### config.mk
export PLATFORM = sky130hd
export DESIGN_NAME = pipe_stage_reg
export DESIGN_NICKNAME = d
export VERILOG_FILES = /design/src/rtl/pipe_pkg.sv /design/src/rtl/sat_counter.sv /design/src/rtl/pipe_stage_reg.sv
export SDC_FILE = /design/constraint.sdc
export NUM_CORES = 1
export LEC_CHECK = 0
export ABC_AREA = 1
export BUFFER_PORTS_ARGS = -buffer_cell sky130_fd_sc_hd__buf_2
export CORE_MARGIN = 5
export CORE_UTILIZATION = 25
export DETAILED_ROUTE_END_ITERATION = 7
export GPL_ROUTABILITY_DRIVEN = 0
export PLACE_DENSITY_LB_ADDON = 0.1
export REMOVE_ABC_BUFFERS = 1
export SLEW_MARGIN = 10
export SYNTH_ARGS = -nofsm -noshare
export SYNTH_HDL_FRONTEND = slang
export SYNTH_SLANG_ARGS = --single-unit
### constraint.sdc
create_clock -name Clk -period 4.2 [get_ports Clk]
set_input_delay 0.21 -clock Clk [delete_from_list [all_inputs] [get_ports Clk]]
set_output_delay 0.21 -clock Clk [all_outputs]
set_load 0.02 [all_outputs]
### src/rtl/pipe_pkg.sv
// Shared types and default widths for the pipeline stage register.
package pipe_pkg;

  // Occupancy of the stage: number of beats held (main, then skid).
  typedef enum logic [1:0] {
    ST_EMPTY = 2'd0,
    ST_ONE   = 2'd1,
    ST_TWO   = 2'd2
  } pipe_state_e;

  localparam int DEF_DATA_W = 32;
  localparam int DEF_CTRL_W = 24;
  localparam int DEF_CNT_W  = 4;

endpackage

### src/rtl/sat_counter.sv
// Saturating up-counter with synchronous clear; clear wins over increment.
module sat_counter #(
  parameter int W = 4
) (
  input  logic         clk,
  input  logic         rst_n,
  input  logic         inc,
  input  logic         clr,
  output logic [W-1:0] cnt
);

  logic [W-1:0] cnt_q;
  logic [W-1:0] cnt_d;

  // Next count: clear, otherwise increment unless already at all-ones.
  always_comb begin
    cnt_d = cnt_q;
    if (clr) begin
      cnt_d = '0;
    end else if (inc && (cnt_q != {W{1'b1}})) begin
      cnt_d = cnt_q + W'(1);
    end
  end

  // Count register.
  always_ff @(posedge clk or negedge rst_n) begin
    if (!rst_n) begin
      cnt_q <= '0;
    end else begin
      cnt_q <= cnt_d;
    end
  end

  assign cnt = cnt_q;

endmodule

### src/rtl/pipe_stage_reg.sv
// Two-entry skid-buffered pipeline stage with flush and head stall counter.
//
//   state    | meaning
//   ---------+---------------------------------------------------
//   ST_EMPTY | no beat held, Out_Ctrl reads as bubble (zero)
//   ST_ONE   | head beat in main register, skid free
//   ST_TWO   | main and skid both valid, upstream held off
//
// All outputs come straight from flops or state decode, so there is no
// combinational path from In_* to Out_* nor from Out_Ready to In_Ready.
module pipe_stage_reg
  import pipe_pkg::*;
#(
  parameter int DATA_W = DEF_DATA_W,
  parameter int CTRL_W = DEF_CTRL_W,
  parameter int CNT_W  = DEF_CNT_W
) (
  input  logic              Clk,
  input  logic              Rst_n,
  input  logic              Flush,
  input  logic              In_Valid,
  output logic              In_Ready,
  input  logic [CTRL_W-1:0] In_Ctrl,
  input  logic [DATA_W-1:0] In_Data,
  output logic              Out_Valid,
  input  logic              Out_Ready,
  output logic [CTRL_W-1:0] Out_Ctrl,
  output logic [DATA_W-1:0] Out_Data,
  output logic [CNT_W-1:0]  Stall_Cnt
);

  pipe_state_e       state_q, state_d;
  logic [CTRL_W-1:0] main_ctrl_q, main_ctrl_d;
  logic [DATA_W-1:0] main_data_q, main_data_d;
  logic [CTRL_W-1:0] skid_ctrl_q, skid_ctrl_d;
  logic [DATA_W-1:0] skid_data_q, skid_data_d;
  logic              accept;
  logic              drain;

  assign accept = In_Valid & In_Ready & ~Flush;
  assign drain  = Out_Valid & Out_Ready;

  // State and payload registers.
  always_ff @(posedge Clk or negedge Rst_n) begin
    if (!Rst_n) begin
      state_q     <= ST_EMPTY;
      main_ctrl_q <= '0;
      main_data_q <= '0;
      skid_ctrl_q <= '0;
      skid_data_q <= '0;
    end else begin
      state_q     <= state_d;
      main_ctrl_q <= main_ctrl_d;
      main_data_q <= main_data_d;
      skid_ctrl_q <= skid_ctrl_d;
      skid_data_q <= skid_data_d;
    end
  end

  // Next-state: flush overrides everything, otherwise track occupancy.
  always_comb begin
    state_d = state_q;
    if (Flush) begin
      state_d = ST_EMPTY;
    end else begin
      case (state_q)
        ST_EMPTY: if (accept) state_d = ST_ONE;
        ST_ONE: begin
          if (accept && !drain)      state_d = ST_TWO;
          else if (!accept && drain) state_d = ST_EMPTY;
        end
        ST_TWO:   if (drain) state_d = ST_ONE;
        default:  state_d = ST_EMPTY;
      endcase
    end
  end

  // Payload moves: load main/skid, promote skid, bubble ctrl when emptying.
  always_comb begin
    main_ctrl_d = main_ctrl_q;
    main_data_d = main_data_q;
    skid_ctrl_d = skid_ctrl_q;
    skid_data_d = skid_data_q;
    if (Flush) begin
      // Data is left as-is; only the control bits must read as a bubble.
      main_ctrl_d = '0;
    end else begin
      case (state_q)
        ST_EMPTY: begin
          if (accept) begin
            main_ctrl_d = In_Ctrl;
            main_data_d = In_Data;
          end
        end
        ST_ONE: begin
          if (accept && drain) begin
            main_ctrl_d = In_Ctrl;
            main_data_d = In_Data;
          end else if (accept) begin
            skid_ctrl_d = In_Ctrl;
            skid_data_d = In_Data;
          end else if (drain) begin
            main_ctrl_d = '0;
          end
        end
        ST_TWO: begin
          if (drain) begin
            main_ctrl_d = skid_ctrl_q;
            main_data_d = skid_data_q;
          end
        end
        default: main_ctrl_d = '0;
      endcase
    end
  end

  // Outputs decoded from registered state and payload only.
  always_comb begin
    Out_Valid = (state_q != ST_EMPTY);
    In_Ready  = (state_q != ST_TWO);
    Out_Ctrl  = main_ctrl_q;
    Out_Data  = main_data_q;
  end

  sat_counter #(
    .W (CNT_W)
  ) u_stall_cnt (
    .clk   (Clk),
    .rst_n (Rst_n),
    .inc   (Out_Valid & ~Out_Ready),
    .clr   (drain | Flush),
    .cnt   (Stall_Cnt)
  );

endmodule

---- Word level (Yosys, flattened, before mapping) ----
Cells that the tools add are included.
operators by class
  bitwise operators ....................... 8
  $add $sub $neg .......................... 1
  eq/ne operators ......................... 12
  reductions and logical operators ........ 14
  muxes and demuxes ....................... 19
operator list
  operator                                                          count
  24-bit 2-to-1 mux                                                 6
  32-bit 2-to-1 mux                                                 3
  32-bit case mux with 3 select lines                               1
  24-bit case mux with 3 select lines                               1
  4-bit != test (second input constant)                             4
  2-bit 2-to-1 mux                                                  5
  4-bit 2-to-1 mux                                                  2
  2-bit != test (second input constant)                             4
  4-bit AND reduction                                               2
  3-bit != test (second input constant)                             2
  2-bit case mux with 3 select lines                                1
  5-bit AND reduction                                               1
  4-bit by 1-bit adder with 4-bit output (second input constant)    1
  1-bit AND                                                         4
  1-bit logical AND                                                 4
  2-bit nonzero test                                                2
  1-bit inverter                                                    3
  3-bit AND reduction                                               1
  3-bit nonzero test                                                1
  2-bit by 1-bit == test with 1-bit output (second input constant)  1
  2-bit == test (second input constant)                             1
  1-bit logical NOT                                                 2
  2-bit logical NOT                                                 1
  1-bit OR                                                          1
word-level totals
  bits in registers ....................... 118
  output and inout bits ................... 62
  logic and storage cells ................. 60
  input bits .............................. 61

---- Logic depth before layout (Yosys ltp) ----
  depth after elaboration ................. 9
  depth in mapped cells ................... 9
  gate-level depth less buffers ........... 8

---- By module ----
A second synthesis with hierarchy kept.
unflattened totals
  cells, all modules ...................... 678
  area total of the unflattened synthesis .. 5,471.5 µm²
modules (own cells, without submodules)
  module          cells each  times used  area each (µm²)  seq. area each (µm²)
  pipe_stage_reg  649         1           5,248.8          2,852.7
  sat_counter     29          1           222.7            100.1

---- Worst setup path after synthesis ----
Ideal clock, no wire load.
  path type ............................... reg2reg
  start point ............................. register state_q[0]
  end point ............................... register main_ctrl_q[10], in the netlist Out_Ctrl[10]
  data arrival time ....................... 1,298 ps
  clock period less this slack ............ 1,414 ps
  stages on the path, launching flop included .. 10
  setup slack ............................. 2,786 ps
  path buffers ............................ 1
  cell sequence ........................... dfrtp_1 > inv_2 > nand2_2 > inv_2 > nand3_2 > nand3_4 > nor2_4 > buf_4 > nand2_1 > nand2_1
between the ends
  longest elaborated chain between the ends .. 7
  elaborated cells on any way between the ends .. 17
  classes of those cells .................. eq/ne: 7; mux: 3; bitwise: 3; reduce/logical: 4
ends and longest elaborated chain
  what                                 RTL line               source
  from (decl)                          pipe_stage_reg.sv:32   pipe_state_e state_q, state_d;
  from (signal assigned)               pipe_stage_reg.sv:52   state_q <= state_d;
  2-bit != test *                      pipe_stage_reg.sv:120  In_Ready = (state_q != ST_TWO);
  net In_Ready                         pipe_stage_reg.sv:22   output logic In_Ready,
  1-bit AND * (2 in a row)             pipe_stage_reg.sv:40   assign accept = In_Valid & In_Ready & ~Flush;
  1-bit logical AND                    pipe_stage_reg.sv:96   if (accept && drain) begin
  24-bit 2-to-1 mux                    pipe_stage_reg.sv:96
  24-bit case mux with 3 select lines  pipe_stage_reg.sv:88   case (state_q)
  24-bit 2-to-1 mux                    pipe_stage_reg.sv:84   if (Flush) begin
  to (signal assigned)                 pipe_stage_reg.sv:53   main_ctrl_q <= main_ctrl_d;
  to (decl)                            pipe_stage_reg.sv:33   logic [CTRL_W-1:0] main_ctrl_q, main_ctrl_d;
The timed path passes the listed nets; every way through them passes the cells marked *.
A chain may end at the register's enable or synchronous reset.

---- Final worst setup path ----
  start point ............................. register state_q[1]
  end point ............................... register skid_data_q[31]
between the ends
  longest elaborated chain between the ends .. 6
  elaborated cells on any way between the ends .. 9
  classes of those cells .................. eq/ne: 2; bitwise: 4; reduce/logical: 3
ends and longest elaborated chain
  what                             RTL line               source
  2-bit != test                    pipe_stage_reg.sv:120
  1-bit AND (2 in a row)           pipe_stage_reg.sv:40
  1-bit logical AND                pipe_stage_reg.sv:96
  1-bit inverter (no line)         n/a
  4-bit AND reduction (no line) *  n/a
  to (signal assigned)             pipe_stage_reg.sv:56   skid_data_q <= skid_data_d;
  to (decl)                        pipe_stage_reg.sv:36   logic [DATA_W-1:0] skid_data_q, skid_data_d;
Mark *: on every way between the ends. The rest lies on a longest branch, timed or not.

==> metrics.yaml <==
hold_depth: 3
r2r_start: "state_q[1]$_DFFE_PN0P_"
syn_area_um2: 5380
crit_chain: "inv_2, nand2_1, nor2_2, nand4_2, buf_4, inv_2, buf_4, o21ai_0"
critPathSlowestCell: "inv_2"
syn_to_final_growth_pct: 26.9
clk-insertion-delay-late_ns: 0.41
grt_pass1_wl_mm: 24.0
sequentialPowerShare_pct: 40.0
cts_buffers: 17
fp.dieW_um: 157
critPathLaunchType: "register"
worstRegToRegCells: 8
worstSetupPathType: "register to register"
synth_top_area_share_pct: 54.9
ys_top_cells_by_count: "265 x nand2_1, 118 x dfrtp_1, 71 x o21ai_0"
drive_gt1_share_pct: 21.8
clkPwrFrac_pct: 36.3
async_flop_share_pct: 100
fin_area_um2: 6820
crit_fanout: 60
worst-r2r-setup-slack_ns: 1.69
drv_cap: 0
remaining_drc_errors: 0
drtIter0Drc: 233
ys_types: 22
start_util_pct: 25.5
portBuffers: 122
worst-path-buf-inv: 4
powerDensity_nw_per_um2: 618
cts.path.max_buffers: 2
avgSynthCellArea_um2: 8.00
cp.required_ns: 4.47
ios: 123
num_vias: 4691
worstPathArrival_ns: 2.79
p_sw_share_pct: 31.7
combPwrFrac_pct: 23.8
rsz0062_at_grt: "false"
htreeDepth: 4
design.die.area_um2: 24500
ys_seq_elements: 118
drt_first_pass_iters: 4
viasPerCell: 4.37
nets: 848
min_from: "In_Ctrl[18]"
clk_pin_slew_ns: 0.06
routed_wl_mm: 14.6
place_ws_ns: 1.64
grt_pass1_vias: 4713
clock-root-buffer: "clkbuf_16"
use_met3_pct: 3.15
endpoint_kind: "register"
fin_tns_setup_ns: 0
synth_cells: 672
clock_skew_ns: 0.00775
holdPathEnd: "skid_ctrl_q[18]$_DFFE_PN0P_"
antenna_found_initial: 0
ys_warn_count: 0
yosys-top-cells-area: "dfrtp_1 55%, nand2_1 18%, o21ai_0 6.6%"
min_path_type: "input pin to register"
die_h_um: 157
num_antenna_cells: 0
synth-seq-area-share_pct: 54.9
nFillCells: 2256
grt_max_degree: 89
p_leak_nw: 3.40
finalCritPeriodShare_pct: 59.8
dpl_cell_area_um2: 6190
outcome: "finished clean"
cp_top_family: "buffers and inverters"
grtUsageTotal_pct: 12.2
layout_setup_ws_ns: 1.69
period_needed_ns: 2.51
worst_pin_slew_ns: 1.10
rows: 53
slew_violations: 0
overflow: 0
cp_slowest_stage_delay_ns: 0.74
power.switching_mw: 1.34
synth_edf_count: 0
setup_viol_count_final: 0
tritoncts: "built"
yosys.area.top_type: "dfrtp_1"
synth_most_common_cell: "nand2_1"
hold_violations: 0
ant_nets: 0
met2_usage_pct: 19.5
ir_drop_mv: 0.256
multi_input_area_um2: 2060
use_met1_pct: 16.1
core-area_um2: 21100
worstReg2RegEnd: "skid_data_q[31]$_DFFE_PN0P_"
fmax_mhz: 398
regArea_um2: 2950
wl_per_cell_um: 13.6
synth-main-ff-cell: "dfrtp_1"
grt-busiest-layer: "met2"
internal-power_mw: 2.88
dp_hpwl_mm: 9.60
cts_sinks: 118
slew-limit-headroom_pct: 26.4
-- cell usage in the layout (no fill, tap or decap), types with 2 or more instances in the layout --
| cell type | n |
|---|---|
| nor2_4 | 3 |
| a21oi_1 | 34 |
| dlygate4sd3_1 | 2 |
| buf_2 | 121 |
| buf_4 | 8 |
| clkbuf_16 | 17 |
| nor2_2 | 3 |
| inv_1 | 38 |
| bufinv_16 | 4 |
| nand3_1 | 52 |
| clkinv_2 | 4 |
| inv_2 | 5 |
| nand2_1 | 265 |
| nor2_1 | 37 |
| clkbuf_1 | 4 |
| clkbuf_8 | 2 |
| o21ai_0 | 71 |
| nand2_2 | 3 |
| dfrtp_1 | 118 |
-- what timing repair did --
action                                 CTS  global route
hold buffers                             2             0
resized for setup                        0             0
buffers inserted                         0             0
endpoints found under the hold margin   58             0
-- sequential cells by signal, indices dropped and copies added, names as in the netlist --
register	flops
skid_data_q	32
Out_Ctrl	24
state_q	2
skid_ctrl_q	24
u_stall_cnt.cnt	4
Out_Data	32
-- cells by family after synthesis --
kind of cell               after synthesis  share of synthesized area [%]
and+or+nand+nor                        366                           27.9
DFF                                    118                           54.9
AOI/OAI and AO/OA                      108                           10.1
buffers and inverters                   79                           6.77
adders and majority gates                1                          0.233
-- power by group through the flow --
stage | Clock (mW) | Sequential [mW] | Combinational, mW
floorplan | 0 | 1.86 | 0.480
global placement | 0 | 1.69 | 1.00
detailed placement | 0 | 1.71 | 1.02
CTS | 1.58 | 1.69 | 1.03
global route | 1.63 | 1.73 | 1.15
finish | 1.53 | 1.69 | 1.00
-- through the flow --
stage | instances | hold WS, ns | power [mW] | util, %
floorplan | 636 | -0.0856 | 2.34 | -
global placement | 1040 | 0.361 | 2.70 | 29.3
detailed placement | 1040 | 0.349 | 2.73 | 29.3
CTS | 1074 | 0.00339 | 4.30 | 32.4
global route | 1074 | 0.0190 | 4.51 | 32.4
finish | 1074 | 0.0253 | 4.22 | 32.4
-- how the worst max path moves through the flow --
| stage | from | end | slack (ns) | cells past startpoint |
|---|---|---|---|---|
| after floorplan | state_q[1]$_DFFE_PN0P_ | Out_Data[0]$_DFFE_PN0P_ | 2.04 | 4 |
| after global placement | state_q[1]$_DFFE_PN0P_ | skid_data_q[8]$_DFFE_PN0P_ | 1.73 | 8 |
| after detailed placement | state_q[1]$_DFFE_PN0P_ | skid_data_q[31]$_DFFE_PN0P_ | 1.64 | 8 |
| after CTS | state_q[1]$_DFFE_PN0P_ | skid_data_q[31]$_DFFE_PN0P_ | 1.63 | 8 |
| after global routing | state_q[1]$_DFFE_PN0P_ | skid_data_q[22]$_DFFE_PN0P_ | 1.38 | 9 |
| final | state_q[1]$_DFFE_PN0P_ | skid_data_q[31]$_DFFE_PN0P_ | 1.69 | 8 |
-- cell type report --
cell class | instances | area share [%]
clock buffer | 23 | 6.86
clock inverter | 9 | 2.18
inverter | 43 | 2.37
multi-input combinational | 475 | 30.2
sequential | 118 | 43.3
tap | 275 | 5.04
timing repair buffer | 131 | 10.0
-- per-layer routing --
layer / vias up / routed length (µm)
li1: 2358 / -
met1: 2213 / 7000
met2: 105 / 6740
met3: 15 / 701
met4: 0 / 199
met5: - / 0
-- worst reg2reg max path, cell delays in order (launching register included) --
cell	delay, ns
dfrtp_1	0.44
inv_2	0.10
nand2_1	0.07
nor2_2	0.14
nand4_2	0.09
buf_4	0.24
inv_2	0.76
buf_4	0.41
o21ai_0	0.13
Power figures use the tool's default switching activity.
